--- src/rtl/string_op_if.sv ---
// string_op_if: groups the control, status and buffer-port signals of the
// string operation engine.
//
//   go, op, length   : control register (level go, 2-bit op, 8-bit byte limit)
//   a_addr / a_word  : StringA word index and its combinational read data
//   b_addr / b_word  : StringB word index and its combinational read data
//   res_we, res_addr,
//   res_wdata        : one-cycle Result-buffer write port
//   busy, done,
//   result           : status and scalar result
//   dbg_state        : engine FSM state for observation
//
// The master modport is the controller/memory side; the slave modport is the
// engine.
interface string_op_if #(
   parameter int MAX_WORDS = 8
);
   localparam int AW = $clog2(MAX_WORDS);

   logic          go;
   logic [1:0]    op;
   logic [7:0]    length;
   logic [AW-1:0] a_addr;
   logic [31:0]   a_word;
   logic [AW-1:0] b_addr;
   logic [31:0]   b_word;
   logic          res_we;
   logic [AW-1:0] res_addr;
   logic [31:0]   res_wdata;
   logic          busy;
   logic          done;
   logic [31:0]   result;
   logic [1:0]    dbg_state;

   modport master (
      output go, op, length, a_word, b_word,
      input  a_addr, b_addr, res_we, res_addr, res_wdata,
      input  busy, done, result, dbg_state
   );

   modport slave (
      input  go, op, length, a_word, b_word,
      output a_addr, b_addr, res_we, res_addr, res_wdata,
      output busy, done, result, dbg_state
   );
endinterface

--- src/rtl/string_op_engine.sv ---
// string_op_engine: byte-serial string engine (strlen, strcmp, toupper).
//
//   clk    : rising-edge clock
//   reset  : asynchronous active-low reset
//   bus    : string_op_if slave modport (control, buffer ports, status)
//
// Handshake: an operation starts on a 0->1 transition of go seen while IDLE.
// busy is high for every RUN cycle, one byte examined per cycle. done rises
// with the result on the terminating edge and stays high while go remains
// high; dropping go returns the engine to IDLE. res_we is a single-cycle
// strobe that only occurs during RUN of a toupper operation.
module string_op_engine #(
   parameter int MAX_WORDS = 8
) (
   input logic         clk,
   input logic         reset,
   string_op_if.slave  bus
);
   localparam int AW   = $clog2(MAX_WORDS);
   localparam int IW   = AW + 2;   // byte index width
   localparam int LW   = AW + 3;   // limit width, holds 4*MAX_WORDS
   localparam int MAXB = 4 * MAX_WORDS;

   localparam logic [1:0] ST_IDLE = 2'd0;
   localparam logic [1:0] ST_RUN  = 2'd1;
   localparam logic [1:0] ST_DONE = 2'd2;

   localparam logic [1:0] OP_STRLEN  = 2'd0;
   localparam logic [1:0] OP_STRCMP  = 2'd1;
   localparam logic [1:0] OP_RSVD    = 2'd3;

   logic [1:0]    state;
   logic          go_q;
   logic [1:0]    op_q;
   logic [LW-1:0] lim_q;
   logic [IW-1:0] idx;
   logic [31:0]   acc;
   logic [31:0]   result_q;

   logic          start;
   logic [LW-1:0] lim_in;
   logic [1:0]    lane;
   logic [7:0]    a_byte;
   logic [7:0]    b_byte;
   logic [7:0]    up_byte;
   logic [8:0]    diff9;
   logic [31:0]   word_next;
   logic          is_last;
   logic          term;
   logic          wr;
   logic [31:0]   res_next;

   assign start = bus.go & ~go_q;

   always_comb begin
      lim_in = LW'(MAXB);
      if (int'(bus.length) < MAXB) lim_in = LW'(bus.length);
   end

   assign lane    = idx[1:0];
   assign a_byte  = bus.a_word[{lane, 3'b000} +: 8];
   assign b_byte  = bus.b_word[{lane, 3'b000} +: 8];
   assign up_byte = (a_byte >= 8'h61 && a_byte <= 8'h7A) ? (a_byte - 8'h20) : a_byte;
   assign diff9   = {1'b0, a_byte} - {1'b0, b_byte};
   // Lanes are filled in order and acc is cleared after every write, so
   // OR-ing the new byte in leaves not-yet-filled lanes at zero.
   assign word_next = acc | ({24'd0, up_byte} << {lane, 3'b000});
   assign is_last   = ({1'b0, idx} == (lim_q - LW'(1)));

   always_comb begin
      term     = 1'b0;
      wr       = 1'b0;
      res_next = result_q;
      if (op_q == OP_RSVD) begin
         term     = 1'b1;
         res_next = 32'hFFFF_FFFF;
      end else if (lim_q == '0) begin
         term     = 1'b1;
         res_next = 32'd0;
      end else begin
         case (op_q)
            OP_STRLEN: begin
               if (a_byte == 8'd0) begin
                  term     = 1'b1;
                  res_next = 32'(idx);
               end else if (is_last) begin
                  term     = 1'b1;
                  res_next = 32'(lim_q);
               end
            end
            OP_STRCMP: begin
               if (a_byte != b_byte) begin
                  term     = 1'b1;
                  res_next = {{23{diff9[8]}}, diff9};
               end else if (a_byte == 8'd0 || is_last) begin
                  term     = 1'b1;
                  res_next = 32'd0;
               end
            end
            default: begin
               term     = (a_byte == 8'd0) || is_last;
               wr       = term || (lane == 2'd3);
               res_next = (a_byte == 8'd0) ? 32'(idx) : 32'(idx) + 32'd1;
            end
         endcase
      end
   end

   always_ff @(posedge clk or negedge reset) begin
      if (!reset) begin
         state    <= ST_IDLE;
         go_q     <= 1'b1;
         op_q     <= 2'd0;
         lim_q    <= '0;
         idx      <= '0;
         acc      <= 32'd0;
         result_q <= 32'd0;
      end else begin
         go_q <= bus.go;
         case (state)
            ST_IDLE: begin
               if (start) begin
                  state <= ST_RUN;
                  op_q  <= bus.op;
                  lim_q <= lim_in;
                  idx   <= '0;
                  acc   <= 32'd0;
               end
            end
            ST_RUN: begin
               if (term) begin
                  state    <= ST_DONE;
                  result_q <= res_next;
               end else begin
                  idx <= idx + IW'(1);
                  acc <= wr ? 32'd0 : word_next;
               end
            end
            ST_DONE: begin
               if (!bus.go) state <= ST_IDLE;
            end
            default: state <= ST_IDLE;
         endcase
      end
   end

   assign bus.a_addr    = (state == ST_RUN) ? idx[IW-1:2] : '0;
   assign bus.b_addr    = (state == ST_RUN) ? idx[IW-1:2] : '0;
   assign bus.res_we    = (state == ST_RUN) && wr;
   assign bus.res_addr  = bus.res_we ? idx[IW-1:2] : '0;
   assign bus.res_wdata = bus.res_we ? word_next : 32'd0;
   assign bus.busy      = (state == ST_RUN);
   assign bus.done      = (state == ST_DONE);
   assign bus.result    = result_q;
   assign bus.dbg_state = state;
endmodule

--- src/flat_wrapper.sv ---
// flat-port wrapper written by rule: the top's interface ports become plain ports
module string_op_engine_flat 
#(
   parameter int MAX_WORDS = 8
)
  (clk, reset, bus_go, bus_op, bus_length, bus_a_word, bus_b_word, bus_a_addr, bus_b_addr, bus_res_we, bus_res_addr, bus_res_wdata, bus_busy, bus_done, bus_result, bus_dbg_state);
  string_op_if #(.MAX_WORDS(MAX_WORDS)) bus_i ();
  input logic clk;
  input logic reset;
  input wire logic [$bits(bus_i.go)-1:0] bus_go;
  input wire logic [$bits(bus_i.op)-1:0] bus_op;
  input wire logic [$bits(bus_i.length)-1:0] bus_length;
  input wire logic [$bits(bus_i.a_word)-1:0] bus_a_word;
  input wire logic [$bits(bus_i.b_word)-1:0] bus_b_word;
  output wire logic [$bits(bus_i.a_addr)-1:0] bus_a_addr;
  output wire logic [$bits(bus_i.b_addr)-1:0] bus_b_addr;
  output wire logic [$bits(bus_i.res_we)-1:0] bus_res_we;
  output wire logic [$bits(bus_i.res_addr)-1:0] bus_res_addr;
  output wire logic [$bits(bus_i.res_wdata)-1:0] bus_res_wdata;
  output wire logic [$bits(bus_i.busy)-1:0] bus_busy;
  output wire logic [$bits(bus_i.done)-1:0] bus_done;
  output wire logic [$bits(bus_i.result)-1:0] bus_result;
  output wire logic [$bits(bus_i.dbg_state)-1:0] bus_dbg_state;
  assign bus_i.go = bus_go;
  assign bus_i.op = bus_op;
  assign bus_i.length = bus_length;
  assign bus_i.a_word = bus_a_word;
  assign bus_i.b_word = bus_b_word;
  assign bus_a_addr = bus_i.a_addr;
  assign bus_b_addr = bus_i.b_addr;
  assign bus_res_we = bus_i.res_we;
  assign bus_res_addr = bus_i.res_addr;
  assign bus_res_wdata = bus_i.res_wdata;
  assign bus_busy = bus_i.busy;
  assign bus_done = bus_i.done;
  assign bus_result = bus_i.result;
  assign bus_dbg_state = bus_i.dbg_state;
  string_op_engine #(.MAX_WORDS(MAX_WORDS)) u_core (.clk(clk), .reset(reset), .bus(bus_i));
endmodule
--- config.mk ---
export PLATFORM = sky130hd
export DESIGN_NAME = string_op_engine_flat
export DESIGN_NICKNAME = d
export VERILOG_FILES = /design/src/rtl/string_op_if.sv /design/src/rtl/string_op_engine.sv /design/src/flat_wrapper.sv
export SDC_FILE = /design/constraint.sdc
export NUM_CORES = 1
export LEC_CHECK = 0
export ABC_CLOCK_PERIOD_IN_PS = 9700
export CAP_MARGIN = 0
export CORE_MARGIN = 2
export CORE_UTILIZATION = 45
export DETAILED_ROUTE_END_ITERATION = 7
export PLACE_DENSITY = 0.79
export SLEW_MARGIN = 10
export SYNTH_ARGS = -nofsm -noshare
export SYNTH_HDL_FRONTEND = slang
export SYNTH_SLANG_ARGS = --single-unit
export TNS_END_PERCENT = 30
--- constraint.sdc ---
create_clock -name clk -period 9.7 [get_ports clk]
set_clock_uncertainty 0.15 [all_clocks]
set_input_delay 1.455 -clock clk [delete_from_list [all_inputs] [get_ports clk]]
set_output_delay 1.455 -clock clk [all_outputs]
set_load 0.02 [all_outputs]
* After elaboration in Yosys (flattened, before gate mapping)
Index checks and enable logic that the tools add are counted.
** Word-level totals
- Bits of input ports :: 77
- Bits in registers :: 80
** Operators by class
- Muxes and demuxes :: 34
- $lt $le $gt $ge :: 3
- Add/subtract/negate cells :: 5
- Shifts and indexed selects :: 3
- Equality and inequality tests :: 13
- Bitwise logic cells :: 3
- Reduce and logical (&&, ||, !) cells :: 14
** Operators by type and width (count)
- $mux 32 :: 11
- $pmux 32 s2 :: 2
- $shiftx 32x6->8 :: 2
- $or 32x32->32 :: 1
- $shl 8x5->32 :: 1
- $mux 5 :: 2
- $ne 5x1->1 const B :: 2
- $pmux 5 s2 :: 1
- $mux 1 :: 9
- $sub 8x8->9 :: 1
- $ge 8x7->1 const B :: 1
- $le 8x7->1 const B :: 1
- $logic_not 8->1 :: 1
- $lt 8x6->1 const B :: 1
- $mux 8 :: 1
- $ne 8x8->1 :: 1
- $sub 8x6->8 const B :: 1
- $add 5x1->6 const B :: 1
- $eq 2x2->1 const B :: 3
- $eq 5x6->1 :: 1
- $logic_not 6->1 :: 1
- $mux 2 :: 3
- $mux 3 :: 2
- $mux 6 :: 1
- 17 further kinds :: 24

* Longest topological paths before layout
Gate-level depths: netlist of the first run.
- Depth after elaboration :: 10
- Gate-level depth with buffers :: 14
- Depth with buffers taken out :: 11

* Least setup slack after synthesis of the first run
OpenSTA, ideal clock, no wires.
- Path kind :: input -> output
- Start point :: input bus_a_word[30]
- End point :: output bus_res_wdata[10]
- Required time :: 8.095 ns
- Arrival time :: 3.624 ns
- Slack :: 4.471 ns
- Stages on the path :: 7
- Path through :: mux4_2 or4_4 nor2_8 a31o_4 o2111ai_2 clkbuf_1 nor2_1
** On the way
- Cells in the longest elaborated chain, start to end :: 9
- Elaborated cells between the ends (all ways) :: 15
** RTL lines
- start: declaration :: line flat_wrapper.sv:13 : input wire logic [$bits(bus_i.a_word)-1:0] bus_a_word;
- $shiftx 32x6->8 * :: line string_op_engine.sv:61 : assign a_byte = bus.a_word[{lane, 3'b000} +: 8];
- parallel branches: the longest is 7 deep, another holds $ge 8x7->1
- $mux 32 * :: line string_op_engine.sv:151 : assign bus.res_wdata = bus.res_we ? word_next : 32'd0;
- end: declaration :: line flat_wrapper.sv:19 : output wire logic [$bits(bus_i.res_wdata)-1:0] bus_res_wdata;
Mark *: on every way between the ends.

* Worst setup path after layout of the first run
- Start point :: input bus_a_word[25]
- End point :: output bus_res_wdata[30]
Same word-level chain as after synthesis.

==> results.yml, run 1 <==
clock_tree:
  clk_latency_ns: 0.35
  cts_resized: 0
  h-tree-depth: 3
  root_buffer: "clkbuf_8"
  cts_tree: "done"
  cts_sinks: 57
  clock_path_buffers: 2
  clkSlewWorstSetupHoldPaths_ns: 0.07
  numCtsBuffers: 9
  cts_hold_buffers: 0
  cts_setup_buffers: 0
floorplan:
  pin_count: 155
  rows: 35
  core_area_um2: 9109
  fp.dieW_um: 100.3
  initial_core_util_pct: 45.82
  dieArea_um2: 10060
  die_h_um: 100.3
detailed_routing:
  first_iter_violations: 232
  routed_wl_um: 12540
  wl_per_cell_um: 18.44
  vias: 4011
  dr.pass1.iters: 5
  detail_route.vias_per_cell: 5.899
  postRouteAntennaNets: 0
  route.detailed.drc: 0
grt:
  gr-total-overflow: 0
  grt_pass1_wl_um: 19670
  track_usage_pct: 24.91
  grt_pass1_vias: 3856
  antenna_found_initial: 0
  grt_max_degree: 58
placed_design:
  dpl.hpwl_um: 9303
  io_buffer_count: 154
  place_ws_ns: 3.155
  place.gp.congestion: 0.9156
  dp.cells: 664
synth:
  synth_top_cell_area_share_pct: 33.57
  synth_cells: 453
  yosysTopAreaCell: "dfrtp_1"
  synth.net_count: 543
  synth_area_per_cell_um2: 9.214
  synth.cell_area_um2: 4174
  synth_edf_count: 0
  yosysUniqueCellTypes: 58
  postSynth.asyncResetShare_pct: 100.0
  synthFlopType: "dfrtp_1"
  ys_ff_latch: 57
  ys_seq_area_share_pct: 34.20
  synthTopCellsByArea: "dfrtp_1 (34%), mux4_2 (8.6%), a21oi_1 (6.4%)"
  synthesis.yosys.warnings: 0
pwr:
  power_leakage_nw: 2.283
  finalPower_mw: 1.611
  p_per_area_nw_per_um2: 279.8
  ir_drop_v: 0.0001143
timing:
  fin_tns_setup_ns: 0
  rsz0062_at_grt: "no"
  fin_ws_ns: 3.160
  worst_pin_slew_ns: 0.9186
  slew_viol_final: 0
  period_minus_slack_ns: 6.540
  hold_viol: 0
  post-route-period-util_pct: 67.42
  fmax_mhz: 152.9
  relSlewSlack_pct: 38.20
  setup_violations: 0
finish:
  fin_cells: 680
  antenna_cells: 0
  n_fill_cell: 771
  multi_input_area_um2: 2332
  drive_above_1_share_pct: 9.139
  seqCellArea_um2: 1428
  syn2layout_area_growth_pct: 37.95
  nets: 654
critical_path:
  rrSetupSlack_ns: 4.83
  critPathCaptureType: "output pin"
  arrival_ns: 4.93
  slowest_delay_ns: 0.70
  worstPathRequired_ns: 8.10
  path_max_fanout: 13
  crit_path_start_kind: "input port"
  cp_num_buf_inv: 2
  path_delay_family: "compound AO/OA/AOI/OAI gates"
  worstSetupPathType: "input port to output pin"
  slowest_stage: "a41oi_1"
  cp_cell_sequence: "clkdlybuf4s50_1, mux4_2, nor4_2, a21oi_1, a41oi_1, a21oi_1, nor2_1, clkdlybuf4s50_1"
run_status:
  outcome: "finished, final reports clean"
run:
  cap_violations: 0
hold_path:
  hold_path.class: "flop to flop"
## registers in the layout (all words and copies together) (netlist names)
signal	count
u_core.idx	5
u_core.lim_q	6
u_core.bus.dbg_state	2
u_core.op_q	2
u_core.go_q	1
u_core.acc	32
u_core.bus.result	9
## final cells by class
type                    count  area share [%]
multi-input cells         319           40.50
repair buffers            159           27.34
flip-flops and latches     57           24.79
well taps                 111           2.412
clock buffers               9           2.151
clock inverters             7           1.630
inverters                  18           1.173
## kinds of logic after synthesis
kind of cell / count (synthesis) / share of synthesized area, %
adder cells (fa/ha/maj): 13 / 4.077
buffers and inverters: 77 / 9.922
flip-flops: 57 / 34.20
AND/OR/NAND/NOR: 135 / 17.06
XOR/XNOR: 12 / 2.518
multiplexers: 20 / 9.652
AO/OA/AOI/OAI: 139 / 22.57
## through the flow
step	instance area (um2)	util (%)	hold WS [ns]
2_1_floorplan	4174	-	0.3166
3_3_place_gp	5540	60.82	0.3264
3_5_place_dp	5540	60.82	0.3335
4_1_cts	5758	63.21	0.3495
5_1_grt	5758	63.21	0.3667
6_report	5758	63.21	0.3496
## synth_stat cells (3+ instances only)
cell type and n:
buf_2 4, buf_1 5, dfrtp_1 56, a31oi_1 9, or3_1 3, and2_1 7
nor3b_1 4, nor4_1 3, clkbuf_1 19, o21a_1 4, o21ai_0 9, a22o_1 29
mux4_2 16, a211oi_1 6, nor2b_1 16, o22a_1 4, a21oi_1 53, xnor2_1 11
nor3_1 6, nand2_1 25, nor2_1 47, inv_1 17, o21ai_1 7, buf_4 30
ha_1 12, nand3_1 7
## layer usage
| layer | track usage [%] | vias to the layer above | part of all wire, % |
|---|---|---|---|
| li1 | - | 1843 | - |
| met1 | 32.94 | 1948 | 42 |
| met2 | 40.42 | 193 | 48 |
| met3 | 4.735 | 27 | 7.6 |
| met4 | 10.01 | 0 | 2.8 |
| met5 | 0 | - | 0 |
## worst paths after layout
| check | startpoint | end | cells past startpoint |
|---|---|---|---|
| worst max-delay path | bus_a_word[25] | bus_res_wdata[30] | 8 |
| worst min-delay path | u_core.acc[31]$_DFFE_PN0P_ | u_core.acc[31]$_DFFE_PN0P_ | 1 |
| worst max register to register | u_core.idx[0]$_DFFE_PN0P_ | u_core.acc[11]$_DFFE_PN0P_ | 10 |
| worst min register to register | u_core.acc[31]$_DFFE_PN0P_ | u_core.acc[31]$_DFFE_PN0P_ | 1 |
| max in group asynchronous | reset | u_core.acc[10]$_DFFE_PN0P_ | 2 |
| min in group asynchronous | reset | u_core.lim_q[4]$_DFFE_PN0P_ | 2 |
## power by group
group	internal [mW]	switching [mW]
combinational	0.435	0.525
sequential	0.314	0.0901
clock	0.144	0.103
total	0.893	0.718
## cell usage in the layout (no fill, tap or decap), types with 2 or more instances in the layout
cell | netlist | final
nand3_1 | 7 | 7
or3_1 | 3 | 3
clkinvlp_4 | 0 | 2
clkinv_2 | 0 | 2
or4_4 | 2 | 2
nand4_1 | 2 | 2
nor2_1 | 47 | 47
o211ai_1 | 2 | 2
buf_4 | 30 | 5
clkdlybuf4s50_1 | 0 | 153
a31oi_1 | 9 | 9
o21ai_1 | 7 | 7
mux2i_1 | 2 | 2
nor3_1 | 6 | 6
ha_1 | 12 | 12
o21ai_0 | 9 | 9
a22o_1 | 29 | 29
and2_1 | 7 | 7
a21o_1 | 2 | 2
nor4_2 | 2 | 2
o22a_1 | 4 | 4
o311ai_0 | 2 | 2
o21a_1 | 4 | 4
a211oi_1 | 6 | 6
nor3b_2 | 2 | 2
o31ai_1 | 2 | 2
mux2_1 | 2 | 2
clkbuf_8 | 0 | 9
nor2b_1 | 16 | 16
inv_1 | 17 | 17
nor3b_1 | 4 | 4
xnor2_1 | 11 | 11
a32o_1 | 2 | 2
dfrtp_1 | 56 | 56
bufinv_16 | 0 | 2
mux4_2 | 16 | 16
a21oi_1 | 53 | 53
nor4_1 | 3 | 3
nand2_1 | 25 | 25
o22ai_1 | 2 | 2
Power figures use the tool's default switching activity.
==> run 2, diff against run 1 <==
--- a/config.mk
+++ b/config.mk
@@ -5,12 +5,12 @@
 export SDC_FILE = /design/constraint.sdc
 export NUM_CORES = 1
 export LEC_CHECK = 0
-export ABC_CLOCK_PERIOD_IN_PS = 9700
+export ABC_CLOCK_PERIOD_IN_PS = 5600
 export CAP_MARGIN = 0
 export CORE_MARGIN = 2
-export CORE_UTILIZATION = 45
+export CORE_UTILIZATION = 41
 export DETAILED_ROUTE_END_ITERATION = 7
-export PLACE_DENSITY = 0.79
+export PLACE_DENSITY = 0.76
 export SLEW_MARGIN = 10
 export SYNTH_ARGS = -nofsm -noshare
 export SYNTH_HDL_FRONTEND = slang
==> constraint.sdc (replaced) <==
create_clock -name clk -period 5.6 [get_ports clk]
set_clock_uncertainty 0.15 [all_clocks]
set_input_delay 0.84 -clock clk [delete_from_list [all_inputs] [get_ports clk]]
set_output_delay 0.84 -clock clk [all_outputs]
set_load 0.02 [all_outputs]
==> results.yml, run 2 (synthesis gave the netlist of run 1 again) <==
placed_design:
  io_buffer_count: 154
  placed_area_um2: 5628
  place.gp.congestion: 0.9236
  dpl.hpwl_um: 9433
timing:
  hold_viol: 0
  worst_pin_slew_ns: 0.9309
  period_minus_slack_ns: 5.163
  slew_viol_final: 0
  setup_violations: 0
  post-route-period-util_pct: 92.20
  fmax_mhz: 193.7
  relSlewSlack_pct: 37.37
  rsz0062_at_grt: "no"
  fin_tns_setup_ns: 0
finish:
  nets: 662
  syn2layout_area_growth_pct: 39.18
  layout_commonest_cell: "clkdlybuf4s50_1"
  antenna_cells: 0
  largest_register: "u_core.acc"
  final_cell_mix: "clkdlybuf4s50_1 (153), dfrtp_1 (56), a21oi_1 (53)"
  drive_above_1_share_pct: 10.40
  largest_reg_flops: 32
  fin_area_um2: 5809
  n_fill_cell: 881
critical_path:
  worstPathRequired_ns: 4.61
  path_max_fanout: 25
  arrival_ns: 4.17
  critPathCaptureType: "output pin"
  worstSetupPathType: "input port to output pin"
  crit_path_start_kind: "input port"
clock_tree:
  cts_hold_buffers: 0
  root_buffer: "clkbuf_8"
  h-tree-depth: 3
  clock_path_buffers: 2
  cts_setup_buffers: 0
  clkSlewWorstSetupHoldPaths_ns: 0.07
  cts_resized: 0
  cts_sinks: 57
  cts_tree: "done"
  clk_latency_ns: 0.34
  numCtsBuffers: 9
pwr:
  p_switching_mw: 1.272
  p_int_mw: 1.507
  ir_drop_v: 0.0002108
  seqPwrFrac_pct: 25.7
  switching_share_pct: 45.77
  clockPowerShare_pct: 12.7
  combPwrFrac_pct: 61.6
  p_per_area_nw_per_um2: 478.3
  power_leakage_nw: 2.309
grt:
  grt_use_met3_pct: 4.866
  track_usage_pct: 22.84
  grt_max_degree: 58
  gr-max-usage-layer: "met2"
  met1_usage_pct: 30.76
  grt_pass1_vias: 3943
  grtUsageMet2_pct: 37.06
  grt_pass1_wl_um: 20210
  gr-total-overflow: 0
  antenna_found_initial: 0
floorplan:
  dieArea_um2: 11000
  die_h_um: 104.9
  core_area_um2: 9819
  initial_core_util_pct: 42.51
  rows: 36
  pin_count: 155
  fp.dieW_um: 104.9
detailed_routing:
  routed_wl_um: 12640
  postRouteAntennaNets: 0
  wl_per_cell_um: 17.81
  route.detailed.drc: 0
  detail_route.vias_per_cell: 5.679
  first_iter_violations: 296
  dr.pass1.iters: 5
  vias: 4032
run_status:
  outcome: "finished, final reports clean"
hold_path:
  hold_path.class: "flop to flop"
run:
  cap_violations: 0
run 2: worst max-delay path: stages:
cell and delay (ns):
clkdlybuf4s50_1 0.39, mux4_2 0.56, or4_4 0.63, nor2_8 0.17, a31o_4 0.16, o2111ai_2 0.29, buf_4 0.36, nor2_1 0.13
clkdlybuf4s50_1 0.63
run 2: layer usage:
layer  wire, um  share of wire (%)
met1       5407                 43
met2       6089                 48
met3        913                7.2
met4        231                1.8
met5          0                  0
run 2: worst paths after layout:
kind / start / end / slack [ns] / cells past startpoint
worst max-delay path: bus_a_word[30] / bus_res_wdata[23] / 0.44 / 9
worst min-delay path: u_core.bus.result[6]$_DFFE_PN0P_ / u_core.bus.result[6]$_DFFE_PN0P_ / 0.35 / 1
worst max register to register: u_core.idx[0]$_DFFE_PN0P_ / u_core.acc[6]$_DFFE_PN0P_ / 1.09 / 10
worst min register to register: u_core.bus.result[6]$_DFFE_PN0P_ / u_core.bus.result[6]$_DFFE_PN0P_ / 0.35 / 1
max in group asynchronous: reset / u_core.bus.dbg_state[1]$_DFFE_PN0P_ / 4.32 / 2
min in group asynchronous: reset / u_core.acc[11]$_DFFE_PN0P_ / 0.46 / 2
run 2: power groups by stage:
stage | Clock, mW | Sequential, mW | Combinational [mW]
5_1_grt | 0.379 | 0.741 | 1.85
6_report | 0.352 | 0.714 | 1.71
3_5_place_dp | 0 | 0.719 | 1.70
3_3_place_gp | 0 | 0.709 | 1.67
2_1_floorplan | 0 | 0.678 | 1.25
4_1_cts | 0.356 | 0.713 | 1.70
run 2: stage by stage:
stage	hold slack, ns	util [%]	power (mW)	setup WS [ns]	cells
3_5_place_dp	0.3372	57.31	2.415	0.4183	694
4_1_cts	0.3527	59.16	2.773	0.4168	710
6_report	0.3473	59.16	2.779	0.4366	710
5_1_grt	0.3619	59.16	2.974	0.2261	710
2_1_floorplan	0.3166	-	1.923	1.580	453
3_3_place_gp	0.3267	57.31	2.380	0.5036	694
run 2: layout make-up:
type	count	area [um2]	area share (%)
clock buffer	10	137.6	2.369
clock inverter	6	43.79	0.7538
inverter	18	67.56	1.163
multi-input combinational	319	2332	40.15
sequential	57	1428	24.57
tap	133	166.4	2.865
timing repair buffer	167	1634	28.13
